$ cat src/rtl/qpu_exu_moitf_pkg.sv
// Shared QPU defines and MOITF constants. The optional head-entry watchdog is
// compiled in with QPU_MOITF_TIMEOUT_EN.
`ifndef QPU_QUBIT_NUM
`define QPU_QUBIT_NUM 8
`endif
`ifndef QPU_MOITF_DEPTH
`define QPU_MOITF_DEPTH 4
`endif
`ifndef QPU_MOITF_PTR_WIDTH
`define QPU_MOITF_PTR_WIDTH 2
`endif

package qpu_exu_moitf_pkg;
   localparam int unsigned MOITF_DEPTH   = `QPU_MOITF_DEPTH;
   localparam int unsigned MOITF_PTR_W   = `QPU_MOITF_PTR_WIDTH;
   localparam int unsigned QUBIT_NUM     = `QPU_QUBIT_NUM;
   localparam int unsigned MOITF_TIMEOUT = 1024;

   // Index part of a wrap-extended pointer.
   function automatic int unsigned ptr_idx(input int unsigned ptr, input int unsigned depth);
      return ptr % depth;
   endfunction
endpackage

$ cat src/rtl/qpu_exu_moitf_if.sv
// Dispatch/retire interface of the measure outstanding-instruction FIFO.
import qpu_exu_moitf_pkg::*;

interface qpu_exu_moitf_if #(
   parameter int unsigned QW = QUBIT_NUM,
   parameter int unsigned PW = MOITF_PTR_W
);
   logic          dis_ena;
   logic [QW-1:0] dis_qubitlist;
   logic          dis_ready;
   logic [PW-1:0] dis_ptr;
   logic          dis_qfren;
   logic [QW-1:0] dis_ql;
   logic          match_dispql;
   logic          ret_ena;
   logic [QW-1:0] ret_qubitlist;
   logic [PW-1:0] ret_ptr;
   logic          empty;
   logic [QW-1:0] qubitflag;
   logic          tmo_err;

   modport master (
      output dis_ena, dis_qubitlist, dis_qfren, dis_ql, ret_ena,
      input  dis_ready, dis_ptr, match_dispql, ret_qubitlist, ret_ptr,
             empty, qubitflag, tmo_err
   );

   modport slave (
      input  dis_ena, dis_qubitlist, dis_qfren, dis_ql, ret_ena,
      output dis_ready, dis_ptr, match_dispql, ret_qubitlist, ret_ptr,
             empty, qubitflag, tmo_err
   );
endinterface

$ cat src/rtl/qpu_moitf_ptr.sv
// FIFO pointer register: log2(DEPTH) index bits plus a wrap bit.
import qpu_exu_moitf_pkg::*;

module qpu_moitf_ptr #(
   parameter int unsigned DEPTH = MOITF_DEPTH
) (
   input  logic                   clk,
   input  logic                   rst,
   input  logic                   inc,
   output logic [$clog2(DEPTH):0] ptr
);
   localparam int unsigned PW = $clog2(DEPTH);
   localparam logic [PW:0] ONE = {{PW{1'b0}}, 1'b1};

   // DEPTH is a power of two, so natural overflow toggles the wrap bit.
   always_ff @(posedge clk) begin
      if (rst)      ptr <= '0;
      else if (inc) ptr <= ptr + ONE;
   end
endmodule

$ cat src/rtl/qpu_exu_moitf.sv
// Measure outstanding-instruction tracking FIFO for the QPU execution unit.
// Define QPU_MOITF_TIMEOUT_EN to build the head-entry watchdog (tmo_err).
import qpu_exu_moitf_pkg::*;

module qpu_exu_moitf #(
   parameter int unsigned DEPTH   = MOITF_DEPTH,
   parameter int unsigned QW      = QUBIT_NUM,
   parameter int unsigned TIMEOUT = MOITF_TIMEOUT
) (
   input logic          clk,
   input logic          rst,
   qpu_exu_moitf_if.slave bus
);
   localparam int unsigned PW = $clog2(DEPTH);

   logic [PW:0]       wptr, rptr;
   logic [PW-1:0]     widx, ridx;
   logic              full, empty, alloc, retire;
   logic [DEPTH-1:0]  valid;
   logic [QW-1:0]     list [DEPTH];
   logic [QW-1:0]     qubitflag;

   assign widx   = wptr[PW-1:0];
   assign ridx   = rptr[PW-1:0];
   assign empty  = (wptr == rptr);
   assign full   = (widx == ridx) && (wptr[PW] != rptr[PW]);
   assign alloc  = bus.dis_ena & ~full;
   assign retire = bus.ret_ena & ~empty;

   qpu_moitf_ptr #(.DEPTH(DEPTH)) u_wptr (.clk(clk), .rst(rst), .inc(alloc),  .ptr(wptr));
   qpu_moitf_ptr #(.DEPTH(DEPTH)) u_rptr (.clk(clk), .rst(rst), .inc(retire), .ptr(rptr));

   // Alloc and retire can only hit the same index when full or empty, where one is blocked.
   always_ff @(posedge clk) begin
      if (rst) begin
         valid <= '0;
      end else begin
         if (retire) valid[ridx] <= 1'b0;
         if (alloc)  valid[widx] <= 1'b1;
      end
   end

   always_ff @(posedge clk) begin
      if (alloc) list[widx] <= bus.dis_qubitlist;
   end

   always_comb begin
      qubitflag = '0;
      for (int unsigned i = 0; i < DEPTH; i++) begin
         if (valid[i]) qubitflag = qubitflag | list[i];
      end
   end

   assign bus.qubitflag     = qubitflag;
   assign bus.match_dispql  = bus.dis_qfren & (|(bus.dis_ql & qubitflag));
   assign bus.dis_ready     = ~full;
   assign bus.dis_ptr       = widx;
   assign bus.ret_ptr       = ridx;
   assign bus.empty         = empty;
   assign bus.ret_qubitlist = empty ? '0 : list[ridx];

`ifdef QPU_MOITF_TIMEOUT_EN
   localparam int unsigned CW = $clog2(TIMEOUT + 1);
   localparam logic [CW-1:0] TMO = CW'(TIMEOUT);
   localparam logic [CW-1:0] CNT_ONE = CW'(1);

   logic [CW-1:0] age, age_nxt;
   logic          tmo_err;

   always_comb begin
      age_nxt = age;
      if (empty || retire)  age_nxt = '0;
      else if (age != TMO)  age_nxt = age + CNT_ONE;
   end

   // Error rises together with the counter reaching TIMEOUT, not a cycle later.
   always_ff @(posedge clk) begin
      if (rst) begin
         age     <= '0;
         tmo_err <= 1'b0;
      end else begin
         age     <= age_nxt;
         tmo_err <= tmo_err | (age_nxt == TMO);
      end
   end

   assign bus.tmo_err = tmo_err;
`else
   assign bus.tmo_err = 1'b0;
`endif
endmodule

$ cat src/flat_wrapper.sv
// flat-port wrapper written by rule: the top's interface ports become plain ports
module qpu_exu_moitf_flat 
#(
   parameter int unsigned DEPTH   = MOITF_DEPTH,
   parameter int unsigned QW      = QUBIT_NUM,
   parameter int unsigned TIMEOUT = MOITF_TIMEOUT
)
  (clk, rst, bus_dis_ena, bus_dis_qubitlist, bus_dis_qfren, bus_dis_ql, bus_ret_ena, bus_dis_ready, bus_dis_ptr, bus_match_dispql, bus_ret_qubitlist, bus_ret_ptr, bus_empty, bus_qubitflag, bus_tmo_err);
  qpu_exu_moitf_if #(.QW(QW), .PW((2))) bus_i ();
  input logic clk;
  input logic rst;
  input wire logic [$bits(bus_i.dis_ena)-1:0] bus_dis_ena;
  input wire logic [$bits(bus_i.dis_qubitlist)-1:0] bus_dis_qubitlist;
  input wire logic [$bits(bus_i.dis_qfren)-1:0] bus_dis_qfren;
  input wire logic [$bits(bus_i.dis_ql)-1:0] bus_dis_ql;
  input wire logic [$bits(bus_i.ret_ena)-1:0] bus_ret_ena;
  output wire logic [$bits(bus_i.dis_ready)-1:0] bus_dis_ready;
  output wire logic [$bits(bus_i.dis_ptr)-1:0] bus_dis_ptr;
  output wire logic [$bits(bus_i.match_dispql)-1:0] bus_match_dispql;
  output wire logic [$bits(bus_i.ret_qubitlist)-1:0] bus_ret_qubitlist;
  output wire logic [$bits(bus_i.ret_ptr)-1:0] bus_ret_ptr;
  output wire logic [$bits(bus_i.empty)-1:0] bus_empty;
  output wire logic [$bits(bus_i.qubitflag)-1:0] bus_qubitflag;
  output wire logic [$bits(bus_i.tmo_err)-1:0] bus_tmo_err;
  assign bus_i.dis_ena = bus_dis_ena;
  assign bus_i.dis_qubitlist = bus_dis_qubitlist;
  assign bus_i.dis_qfren = bus_dis_qfren;
  assign bus_i.dis_ql = bus_dis_ql;
  assign bus_i.ret_ena = bus_ret_ena;
  assign bus_dis_ready = bus_i.dis_ready;
  assign bus_dis_ptr = bus_i.dis_ptr;
  assign bus_match_dispql = bus_i.match_dispql;
  assign bus_ret_qubitlist = bus_i.ret_qubitlist;
  assign bus_ret_ptr = bus_i.ret_ptr;
  assign bus_empty = bus_i.empty;
  assign bus_qubitflag = bus_i.qubitflag;
  assign bus_tmo_err = bus_i.tmo_err;
  qpu_exu_moitf #(.DEPTH(DEPTH), .QW(QW), .TIMEOUT(TIMEOUT)) u_core (.clk(clk), .rst(rst), .bus(bus_i));
endmodule
$ cat config.mk
export PLATFORM = sky130hd
export DESIGN_NAME = qpu_exu_moitf_flat
export DESIGN_NICKNAME = d
export VERILOG_FILES = /design/src/rtl/qpu_exu_moitf_pkg.sv /design/src/rtl/qpu_exu_moitf_if.sv /design/src/rtl/qpu_moitf_ptr.sv /design/src/rtl/qpu_exu_moitf.sv /design/src/flat_wrapper.sv
export SDC_FILE = /design/constraint.sdc
export NUM_CORES = 1
export LEC_CHECK = 0
export BUFFER_PORTS_ARGS = -buffer_cell sky130_fd_sc_hd__clkbuf_2
export CORE_AREA = 2 2 72 74
export DETAILED_ROUTE_END_ITERATION = 12
export DIE_AREA = 0 0 74 76
export GPL_TIMING_DRIVEN = 0
export MAX_ROUTING_LAYER = met4
export PLACE_DENSITY = 0.74
export SLEW_MARGIN = 20
export SYNTH_ARGS = -nofsm -noshare
export SYNTH_HDL_FRONTEND = slang
export SYNTH_SLANG_ARGS = --single-unit
export TNS_END_PERCENT = 100
$ cat constraint.sdc
create_clock -name clk -period 3.6 [get_ports clk]
set_input_delay 0.72 -clock clk [delete_from_list [all_inputs] [get_ports clk]]
set_output_delay 0.72 -clock clk [all_outputs]
set_load 0.02 [all_outputs]
==> flow_summary_export.csv <==
group,metric,value,unit
outcome,status,"finished clean",
route,route.detailed.drc,0,
cells_and_area,synthToLayoutAreaGrowth,18.2,%
clock_network,cts_tree,"yes",
sta,slew_viol_final,0,
sta,period_minus_slack,2.60,ns
yosys,synth_top_area_share,46.0,%
sta,finalHoldViolCount,0,
critical_path,crit_path_max_fanout,9,
yosys,synthCells,156,
clock_network,htree_num_levels,2,
yosys,synth_nets,185,
critical_path,rrSetupSlack,1.74,ns
critical_path,start_kind,"flip-flop",
sta,clock.fmax,384,MHz
critical_path,crit_slowest_cell,"nor3_2",
cells_and_area,fin_nets,235,
placed_design,numPortBuffers,43,
critical_path,worstPathRequired,2.88,ns
route,drt_iter0_markers,99,
critical_path,path_cells,"xor2_2, nor3_2, nor2b_1, clkbuf_2",
power,leakage,1.00,nW
grt,grt_use_total,15.7,%
die,start_util,42.5,%
placed_design,dpl.hpwl,2920,um
grt,grt_first_pass_wirelength,6420,um
placed_design,routabilityCongestion,0.723,
grt,grt_pass1_vias,1328,
yosys,synth.ff_latch_count,44,
power,peakVddDrop,174,uV
critical_path,cp.depth,4,
sta,rsz0062_at_grt,"no",
route,antenna_left,0,
sta,setup_tns,0,ns
die,die_h,76,um
grt,grt-ovfl-total,0,
clock_network,clk-insertion-delay-late,0.29,ns
clock_network,post_cts.repair.setup_buffers,0,
sta,post-route-period-util,72.2,%
clock_network,root_buffer,"clkbuf_8",
route,wl_per_cell,14.5,um
placed_design,preCtsSetupSlack,1.28,ns
die,dieArea,5620,um2
die,io_pins,45,
yosys,avgSynthCellArea,13.4,um2
job,cap_violations,0,
route,wl,4010,um
clock_network,post_cts_resized,0,
grt,grt_max_degree,13,
clock_network,clock_path_buffers,2,
critical_path,max_stage_delay,0.58,ns
cells_and_area,fillers,431,
min_path,worst_hold_path_type,"primary input to flip-flop",
sta,worstMarginPinSlew,0.659,ns
critical_path,crit_start,"u_core.u_rptr.ptr[1]$_SDFFE_PP0P_",
clock_network,cts_sinks,44,
placed_design,dp.cells,269,
yosys,yosys-top-cells-area,"edfxtp_1 46%, dfxtp_1 12%, mux4_2 8.6%",
die,rows,26,
critical_path,cp_top_family,"simple AND/OR/NAND/NOR gates",
clock_network,cts_hold_buffers,0,
cells_and_area,fin_area,2470,um2
critical_path,arrival,1.88,ns
critical_path,r2r-end,"u_core.list[0][0]$_DFFE_PP_",
cells_and_area,utilization,50.3,%
sta,finalSetupViolCount,0,
yosys,ys_types,27,
route,avgViaCountPerCell,4.99,
grt,antenna_found_initial,0,
clock_network,cts.clk_slew.worst_paths,0.08,ns
cells_and_area,post_layout_nonfiller_instances,276,
critical_path,crit_type,"flip-flop to primary output",
placed_design,place_area,2390,um2
critical_path,rr_worst_depth,4,
critical_path,endpoint_kind,"primary output",
cells_and_area,drive_gt1_share,33.5,%
yosys,ys_warn_count,0,
yosys,netlist_area,2090,um2
yosys,yosys.area.top_type,"edfxtp_1",
sta,setup_ws,0.999,ns
die,coreArea,4910,um2
clock_network,cts_buffers,5,
critical_path,cp-endpoint,"bus_ret_qubitlist[1]",
critical_path,worstPathBufferInverterCount,1,
die,chipWidth,74,um
route,vias,1377,
yosys,seq_area_frac_synth,57.5,%
power,powerDensity,522,nW/um2
sta,final.setup_skew,0.00538,ns
sta,relSlewSlack,55.8,%
cells_and_area,antenna_cells,0,
critical_path,r2r_start,"u_core.u_rptr.ptr[1]$_SDFFE_PP0P_",
route,drt_first_pass_iters,4,
## metrics by stage
step	hold WS [ns]	total power, W
after floorplan	0.538	0.000903
after global placement	0.555	0.00102
after detailed placement	0.573	0.00102
after CTS	0.579	0.00130
after global routing	0.592	0.00136
final	0.587	0.00129
## state kept, by name, summed over array words and instances, names as in the netlist, named ones only
| register | count |
|---|---|
| u_core.u_rptr.ptr | 3 |
| u_core.list | 32 |
| u_core.u_wptr.ptr | 3 |
| u_core.valid | 4 |
## cell usage after synthesis
| library cell | number |
|---|---|
| edfxtp_1 | 32 |
| a22oi_1 | 20 |
| dfxtp_1 | 12 |
| inv_1 | 12 |
| nand2_1 | 12 |
| ha_1 | 8 |
| mux4_2 | 8 |
| nor2b_1 | 8 |
| nor2_1 | 7 |
| buf_4 | 5 |
| clkbuf_1 | 5 |
| a21oi_1 | 4 |
| o21ai_0 | 3 |
| xnor2_1 | 3 |
| xor2_1 | 3 |
| mux2i_1 | 2 |
| xor2_2 | 2 |
| a41oi_1 | 1 |
| buf_1 | 1 |
| buf_2 | 1 |
| conb_1 | 1 |
| nor3_2 | 1 |
| o311ai_1 | 1 |
| o311ai_2 | 1 |
| o31a_2 | 1 |
| o31ai_4 | 1 |
| or3_1 | 1 |
## layout make-up
cell class                 instances  area, um2  area share [%]
buffer                            12       65.1            2.64
timing repair buffer              43        215            8.72
clock inverter                     1       5.00           0.203
tap                               70       87.6            3.55
sequential                        44       1200            48.7
inverter                          12       45.0            1.82
clock buffer                       6       72.6            2.94
multi-input combinational         88        777            31.5
## metal layers
layer | global-route usage [%] | share of wire [%] | up-vias
li1 | - | - | 667
met1 | 18.0 | 39 | 656
met2 | 26.7 | 54 | 49
met3 | 3.97 | 6.1 | 5
met4 | 4.91 | 1.3 | 0
met5 | - | 0 | -
## cell families (layout without fill, tap and decap cells)
| group | Yosys count | in the layout | share of synthesized area [%] |
|---|---|---|---|
| AO/OA/AOI/OAI | 32 | 32 | 12.0 |
| XOR/XNOR | 8 | 8 | 4.07 |
| adder cells (fa/ha/maj) | 8 | 8 | 4.79 |
| buffers and inverters | 24 | 74 | 5.27 |
| flip-flops | 44 | 44 | 57.5 |
| multiplexers | 10 | 10 | 9.59 |
| other | 1 | 1 | 0.180 |
| AND/OR/NAND/NOR | 29 | 29 | 6.59 |
## power breakdown
part	total, W	switching (W)	internal (W)
combinational	0.000406	0.000244	0.000161
sequential	0.000603	0.0000238	0.000579
clock	0.000280	0.000148	0.000132
## worst register-to-register path, cell delays in order (launching register included)
cell     delay [ns]
dfxtp_1        0.48
xor2_2         0.36
o31a_2         0.27
nand2_1        0.10
inv_1          0.31
## cells in the final DEF, fill, tap and decap left out
master	Yosys	routed
clkbuf_2	0	43
edfxtp_1	32	32
a22oi_1	20	20
inv_1	12	12
nand2_1	12	12
dfxtp_1	12	12
mux4_2	8	8
nor2b_1	8	8
ha_1	8	8
nor2_1	7	7
clkbuf_1	5	6
buf_4	5	5
clkbuf_8	0	5
a21oi_1	4	4
xor2_1	3	3
xnor2_1	3	3
o21ai_0	3	3
xor2_2	2	2
mux2i_1	2	2
nor3_2	1	1
buf_2	1	1
buf_1	1	1
o31a_2	1	1
o311ai_2	1	1
or3_1	1	1
a41oi_1	1	1
o31ai_4	1	1
o311ai_1	1	1
conb_1	1	1
clkinv_2	0	1
## worst min path at each step
stage          cells after the start                               from  slack, ns                           endpoint
2_1_floorplan                      2  u_core.u_wptr.ptr[2]$_SDFFE_PP0P_       0.54  u_core.u_wptr.ptr[2]$_SDFFE_PP0P_
3_3_place_gp                       2  u_core.u_wptr.ptr[2]$_SDFFE_PP0P_       0.55  u_core.u_wptr.ptr[2]$_SDFFE_PP0P_
3_5_place_dp                       2  u_core.u_rptr.ptr[2]$_SDFFE_PP0P_       0.57  u_core.u_rptr.ptr[2]$_SDFFE_PP0P_
4_1_cts                            2                                rst       0.58         u_core.valid[2]$_SDFF_PP0_
5_1_grt                            2                                rst       0.59         u_core.valid[2]$_SDFF_PP0_
6_report                           2                                rst       0.59         u_core.valid[2]$_SDFF_PP0_
(Power assumes the default switching activity.)
